[config.mk]
export PLATFORM = sky130hd
export DESIGN_NAME = i2c_txn_scheduler
export DESIGN_NICKNAME = d
export VERILOG_FILES = /design/src/rtl/i2c_txn_scheduler.sv
export SDC_FILE = /design/constraint.sdc
export NUM_CORES = 1
export LEC_CHECK = 0
export CAP_MARGIN = 20
export CORE_MARGIN = 2
export CORE_UTILIZATION = 40
export DETAILED_ROUTE_END_ITERATION = 8
export GPL_ROUTABILITY_DRIVEN = 0
export MAX_ROUTING_LAYER = met4
export PLACE_DENSITY_LB_ADDON = 0.25
export SLEW_MARGIN = 10
export SYNTH_ARGS = -nofsm -noshare
export SYNTH_HDL_FRONTEND = slang
export SYNTH_SLANG_ARGS = --single-unit
[constraint.sdc]
create_clock -name aclk -period 6.4 [get_ports aclk]
set_input_delay 0.64 -clock aclk [delete_from_list [all_inputs] [get_ports aclk]]
set_output_delay 0.64 -clock aclk [all_outputs]
set_load 0.05 [all_outputs]
[src/rtl/i2c_txn_scheduler.sv]
// i2c_txn_scheduler: round-robin scheduler between two transaction sources and an I2C master core.
// Latency: the master sees m_start in the cycle after accept; the response pulse comes at least 3 cycles after m_start.
// Backpressure: reqN_ready is raised only in IDLE, for one requester at a time; responses are single-cycle pulses with no backpressure.
//
// Ports:
//   aclk, aresetn                     clock, asynchronous active-low reset
//   reqN_valid/ready/ctrl/wdata       transaction request from requester N (ctrl bit31: 1 = read, 0 = write)
//   rspN_valid/rdata/err              completion pulse to requester N; rdata/err hold until the next response
//   m_ctrl/m_wdata/m_start            command to the I2C master core
//   m_busy/m_rdata                    status and read data from the I2C master core
//   sched_busy                        high whenever the scheduler is not IDLE
module i2c_txn_scheduler #(
  parameter int unsigned BUSY_ACK_CYCLES = 16,
  parameter int unsigned TIMEOUT_CYCLES  = 200000,
  parameter int unsigned TWR_CYCLES      = 500000
) (
  input  logic        aclk,
  input  logic        aresetn,

  input  logic        req0_valid,
  output logic        req0_ready,
  input  logic [31:0] req0_ctrl,
  input  logic [31:0] req0_wdata,
  output logic        rsp0_valid,
  output logic [31:0] rsp0_rdata,
  output logic        rsp0_err,

  input  logic        req1_valid,
  output logic        req1_ready,
  input  logic [31:0] req1_ctrl,
  input  logic [31:0] req1_wdata,
  output logic        rsp1_valid,
  output logic [31:0] rsp1_rdata,
  output logic        rsp1_err,

  output logic [31:0] m_ctrl,
  output logic [31:0] m_wdata,
  output logic        m_start,
  input  logic        m_busy,
  input  logic [31:0] m_rdata,

  output logic        sched_busy
);

  localparam logic [2:0] ST_IDLE      = 3'd0;
  localparam logic [2:0] ST_ISSUE     = 3'd1;
  localparam logic [2:0] ST_WAIT_ACK  = 3'd2;
  localparam logic [2:0] ST_WAIT_DONE = 3'd3;
  localparam logic [2:0] ST_RESP      = 3'd4;
  localparam logic [2:0] ST_TWR_HOLD  = 3'd5;

  localparam logic [31:0] BUSY_LIM = 32'(BUSY_ACK_CYCLES);
  localparam logic [31:0] TO_LIM   = 32'(TIMEOUT_CYCLES);
  localparam logic [31:0] TWR_LIM  = 32'(TWR_CYCLES);

  logic [2:0]  state_q, state_d;
  logic [31:0] cnt_q, cnt_d;
  logic        last_grant_q, last_grant_d;
  logic        grant_q, grant_d;
  logic [31:0] ctrl_q, ctrl_d;
  logic [31:0] wdata_q, wdata_d;
  logic        txn_err_q, txn_err_d;
  logic [31:0] rsp0_rdata_q, rsp0_rdata_d;
  logic        rsp0_err_q, rsp0_err_d;
  logic [31:0] rsp1_rdata_q, rsp1_rdata_d;
  logic        rsp1_err_q, rsp1_err_d;

  logic        is_idle;
  logic        gnt_vld;
  logic        gnt_sel;
  logic        drive_cmd;
  logic [31:0] cnt_inc;
  logic        cap_vld;
  logic        cap_err;
  logic [31:0] cap_rdata;

  // Arbitration: a lone requester wins outright; on contention the one that
  // was not granted last time wins.
  assign is_idle = (state_q == ST_IDLE);
  assign gnt_vld = req0_valid | req1_valid;
  assign gnt_sel = (req0_valid & req1_valid) ? ~last_grant_q : req1_valid;

  assign req0_ready = is_idle & gnt_vld & ~gnt_sel;
  assign req1_ready = is_idle & gnt_vld &  gnt_sel;

  // The command stays on the master bus from ISSUE until the response is
  // delivered, so the master may sample it at any point of the transfer.
  assign drive_cmd = (state_q == ST_ISSUE) | (state_q == ST_WAIT_ACK) |
                     (state_q == ST_WAIT_DONE) | (state_q == ST_RESP);

  assign m_start    = (state_q == ST_ISSUE);
  assign m_ctrl     = drive_cmd ? ctrl_q  : 32'd0;
  assign m_wdata    = drive_cmd ? wdata_q : 32'd0;
  assign sched_busy = ~is_idle;

  assign rsp0_valid = (state_q == ST_RESP) & ~grant_q;
  assign rsp1_valid = (state_q == ST_RESP) &  grant_q;
  assign rsp0_rdata = rsp0_rdata_q;
  assign rsp0_err   = rsp0_err_q;
  assign rsp1_rdata = rsp1_rdata_q;
  assign rsp1_err   = rsp1_err_q;

  // Counters stop at their limit: the limit test uses the incremented value,
  // so the count never passes the limit and cannot wrap.
  assign cnt_inc = cnt_q + 32'd1;

  always_comb begin
    state_d      = state_q;
    cnt_d        = cnt_q;
    last_grant_d = last_grant_q;
    grant_d      = grant_q;
    ctrl_d       = ctrl_q;
    wdata_d      = wdata_q;
    txn_err_d    = txn_err_q;
    cap_vld      = 1'b0;
    cap_err      = 1'b0;
    cap_rdata    = 32'd0;

    case (state_q)
      ST_IDLE: begin
        if (gnt_vld) begin
          grant_d      = gnt_sel;
          last_grant_d = gnt_sel;
          ctrl_d       = gnt_sel ? req1_ctrl  : req0_ctrl;
          wdata_d      = gnt_sel ? req1_wdata : req0_wdata;
          state_d      = ST_ISSUE;
        end
      end

      ST_ISSUE: begin
        cnt_d   = 32'd0;
        state_d = ST_WAIT_ACK;
      end

      ST_WAIT_ACK: begin
        if (m_busy) begin
          cnt_d   = 32'd0;
          state_d = ST_WAIT_DONE;
        end else if (cnt_inc >= BUSY_LIM) begin
          // Master never acknowledged the start: report an error.
          cnt_d   = BUSY_LIM;
          cap_vld = 1'b1;
          cap_err = 1'b1;
          state_d = ST_RESP;
        end else begin
          cnt_d = cnt_inc;
        end
      end

      ST_WAIT_DONE: begin
        if (!m_busy) begin
          cap_vld   = 1'b1;
          cap_rdata = m_rdata;
          state_d   = ST_RESP;
        end else if (cnt_inc >= TO_LIM) begin
          cnt_d   = TO_LIM;
          cap_vld = 1'b1;
          cap_err = 1'b1;
          state_d = ST_RESP;
        end else begin
          cnt_d = cnt_inc;
        end
      end

      ST_RESP: begin
        cnt_d = 32'd0;
        // Only a successful write starts an EEPROM internal write cycle.
        if (!ctrl_q[31] && !txn_err_q && (TWR_LIM != 32'd0)) begin
          state_d = ST_TWR_HOLD;
        end else begin
          state_d = ST_IDLE;
        end
      end

      ST_TWR_HOLD: begin
        if (cnt_inc >= TWR_LIM) begin
          cnt_d   = 32'd0;
          state_d = ST_IDLE;
        end else begin
          cnt_d = cnt_inc;
        end
      end

      default: begin
        cnt_d   = 32'd0;
        state_d = ST_IDLE;
      end
    endcase

    if (cap_vld) begin
      txn_err_d = cap_err;
    end
  end

  // Response registers are per requester so each side keeps its own last
  // result until its next response.
  always_comb begin
    rsp0_rdata_d = rsp0_rdata_q;
    rsp0_err_d   = rsp0_err_q;
    rsp1_rdata_d = rsp1_rdata_q;
    rsp1_err_d   = rsp1_err_q;
    if (cap_vld) begin
      if (grant_q) begin
        rsp1_rdata_d = cap_rdata;
        rsp1_err_d   = cap_err;
      end else begin
        rsp0_rdata_d = cap_rdata;
        rsp0_err_d   = cap_err;
      end
    end
  end

  always_ff @(posedge aclk or negedge aresetn) begin
    if (!aresetn) begin
      state_q      <= ST_IDLE;
      cnt_q        <= 32'd0;
      last_grant_q <= 1'b1;
      grant_q      <= 1'b0;
      ctrl_q       <= 32'd0;
      wdata_q      <= 32'd0;
      txn_err_q    <= 1'b0;
      rsp0_rdata_q <= 32'd0;
      rsp0_err_q   <= 1'b0;
      rsp1_rdata_q <= 32'd0;
      rsp1_err_q   <= 1'b0;
    end else begin
      state_q      <= state_d;
      cnt_q        <= cnt_d;
      last_grant_q <= last_grant_d;
      grant_q      <= grant_d;
      ctrl_q       <= ctrl_d;
      wdata_q      <= wdata_d;
      txn_err_q    <= txn_err_d;
      rsp0_rdata_q <= rsp0_rdata_d;
      rsp0_err_q   <= rsp0_err_d;
      rsp1_rdata_q <= rsp1_rdata_d;
      rsp1_err_q   <= rsp1_err_d;
    end
  end

endmodule

==> results_dict.tcl <==
set metrics [dict create \
    cp-end-kind "output pin" \
    gr-usage-met3 0.05828 \
    max_slew_margin 0.3469 \
    synth.largest_area_cell "dfrtp_1" \
    start_util 0.4094 \
    path_buf_inv 3 \
    wl_per_cell_um 19.73 \
    core_area_um2 20360 \
    cts_buffer_depth 2 \
    chipHeight_um 148.4 \
    cts_buffers 17 \
    dp_cells 1306 \
    required_ps 5760 \
    n_fill_cell 1769 \
    antenna_found_initial 1 \
    use_met1 0.3347 \
    synthesis.nets 962 \
    viasPerCell 5.655 \
    synthArstFlopShare 1.000 \
    first_pass_iters 8 \
    slowest_delay_ps 940 \
    netlist.area_leader.share 0.5013 \
    final_cells 1339 \
    cp_data_arrival_time_ps 3490 \
    critPathCapture "req1_ready" \
    drive_gt1_frac 0.06742 \
    synth_cell_types 72 \
    rrSetupSlack_ps 2530 \
    status "completed" \
    ys_warn_count 0 \
    ys.flop_type "dfrtp_1" \
    hold_viol 0 \
    grt_pass1_wl_mm 41.15 \
    worst-slew-pin-transition_ps 977.2 \
    cp_slowest_cell "clkdlybuf4s50_1" \
    max_freq_ghz 0.2422 \
    min_path_type "input port to async pin" \
    die_area_um2 22010 \
    dp_hpwl_mm 18.39 \
    r2r_cells 10 \
    drt_iter0_drc 757 \
    cts_sinks 168 \
    rows 52 \
    min_period_over_period 0.6452 \
    grt_util_met2 0.3706 \
    grt_pass1_vias 7180 \
    crit_cells 5 \
    h-tree-depth 4 \
    maxCapViolCount 0 \
    layout.nets 1222 \
    netlist_area_um2 8337 \
    synth.most_common_cell "dfrtp_1" \
    io_pins 301 \
    grt_max_degree 99 \
    cts.repair.resized 0 \
    tns_ps 0 \
    cts_setup_buffers 0 \
    top_usage_layer "met2" \
    cts_tree "yes" \
    postRouteAntennaNets 0 \
    fin_skew_ps 13.45 \
    vdd_drop_max_mv 0.3175 \
    synth.avg_cell_area_um2 10.49 \
    die_x_um 148.4 \
    cts_root_buf "clkbuf_16" \
    overflow 0 \
    setup_viol 0 \
    rsz0062_at_grt "no" \
    syn_to_final_growth_pct 44.69 \
    crit_chain "nor3_1 -> inv_1 -> a211oi_4 -> buf_4 -> clkdlybuf4s50_1" \
    post-route-min-period_ps 4129 \
    drcViolationCount 0 \
    slew_viol_final 0 \
    multiInputGateArea_um2 3541 \
    synthCells 795 \
    grt_usage 0.2456 \
    crit_type "flip-flop to output pin" \
    synth_seq_area_share 0.5044 \
    synth-edff-count 0 \
    port_buffers 300 \
    cp_top_family "buffers and inverters" \
    cp-start-kind "flip-flop" \
    synth-seq-cells 168 \
    cts_hold_buf 0 \
    cp_max_fo 67 \
    r2r_start "cnt_q[0]$_DFFE_PN0P_" \
    yosys-top-cells-area "dfrtp_1 (50%), a222oi_1 (7.7%), a22o_1 (6.5%)" \
    regArea_um2 4205 \
    power.leakage_nw 5.353 \
    clk_pin_slew_ps 80 \
    synth_common_cells "dfrtp_1 (167), and2_1 (84), inv_1 (79), a222oi_1 (64), a22o_1 (62)" \
    power_density_nw_per_um2 543.3 \
    vias 7572 \
    wl_mm 26.41 \
    crit_start "state_q[2]$_DFFE_PN0P_" \
    insertion_delay_ps 430 \
    r2r_end "rsp1_rdata[18]$_DFFE_PN0P_" \
]
[worst min path at each step]
stage	startpoint	depth (start not counted)	to	slack, ps
after global routing	aresetn	1	ctrl_q[16]$_DFFE_PN0P_	380
after floorplan	aresetn	0	cnt_q[0]$_DFFE_PN0P_	340
after CTS	aresetn	1	ctrl_q[16]$_DFFE_PN0P_	350
after detailed placement	rsp1_rdata[28]$_DFFE_PN0P_	1	rsp1_rdata[28]$_DFFE_PN0P_	480
final	aresetn	1	ctrl_q[16]$_DFFE_PN0P_	320
after global placement	wdata_q[31]$_DFFE_PN0P_	2	wdata_q[31]$_DFFE_PN0P_	470
[state kept, by name (all words and copies together), names as in the netlist]
register,cells
wdata_q,32
last_grant_q,1
rsp0_err,1
ctrl_q,32
rsp1_rdata,32
cnt_q,32
rsp1_err,1
grant_q,1
txn_err_q,1
rsp0_rdata,32
state_q,3
[report_power, final]
group          leakage [nW]  total [W]  switching [W]  internal, W
logic                  2.92    0.00380        0.00247      0.00133
registers              2.15    0.00172       0.000255      0.00147
clock network         0.288    0.00104       0.000508     0.000528
total                  5.35    0.00655        0.00323      0.00332
[routing by layer]
metal / vias to the layer above / routed length [µm]
met5: - / 0
met4: 0 / 411
met3: 29 / 2305
met1: 3684 / 11120
met2: 376 / 12580
li1: 3483 / -
[worst register-to-register path: stages, from the launching register on]
cell and delay, ps:
dfrtp_1 450, ha_1 300, nand4_2 280, nor4_4 550, nand4_1 150, a32oi_1 300
and4_1 720, a21oi_2 260, o31ai_4 220, buf_4 370, a22o_1 210
[cell families (layout without fill, tap and decap cells)]
kind of cell,after synthesis,in the layout,synth area share
other cells,0,1,0
buf+inv,147,420,0.07609
flops,168,168,0.5044
simple gates,244,244,0.1729
compound gates,223,223,0.2304
xor+xnor,6,6,0.007204
mux,5,5,0.006004
fa+ha+maj,2,2,0.003001
[cell usage in the layout (no fill, tap or decap), types with 4 or more instances in the layout]
| cell | n |
|---|---|
| nand2_1 | 35 |
| a222oi_1 | 64 |
| mux2i_1 | 5 |
| nor3_1 | 12 |
| o21ai_0 | 17 |
| a32oi_1 | 4 |
| o211ai_1 | 5 |
| buf_4 | 9 |
| nor2b_1 | 4 |
| a22o_1 | 62 |
| nor3b_1 | 4 |
| o31ai_1 | 7 |
| dfrtp_1 | 167 |
| and3_1 | 9 |
| nor2_1 | 27 |
| nand4_1 | 10 |
| and2_1 | 84 |
| o22ai_1 | 5 |
| clkinv_8 | 7 |
| a21oi_1 | 9 |
| inv_1 | 79 |
| and4_1 | 6 |
| a31oi_1 | 7 |
| clkdlybuf4s50_1 | 299 |
| nand3_1 | 25 |
| clkbuf_16 | 17 |
[layout make-up]
cell class / count / share of cell area
inverters: 79 / 0.02458
flip-flops and latches: 168 / 0.3486
diodes: 1 / 0.0002074
clock inverters: 15 / 0.01514
clock buffers: 17 / 0.03527
multi-input cells: 480 / 0.2935
repair buffers: 309 / 0.2546
well taps: 270 / 0.02801
[through the flow]
step | hold slack, ps | area (µm²) | worst slack, ps | power (W) | utilization
floorplan | 344.4 | 8337 | 3537 | 0.004206 | -
global placement | 471.1 | 11450 | 2654 | 0.005521 | 0.5624
detailed placement | 481.0 | 11450 | 2561 | 0.005541 | 0.5624
CTS | 353.2 | 12060 | 2226 | 0.006602 | 0.5922
global route | 378.0 | 12060 | 2096 | 0.006872 | 0.5923
finish | 318.9 | 12060 | 2271 | 0.006554 | 0.5923
(Power assumes the default switching activity.)
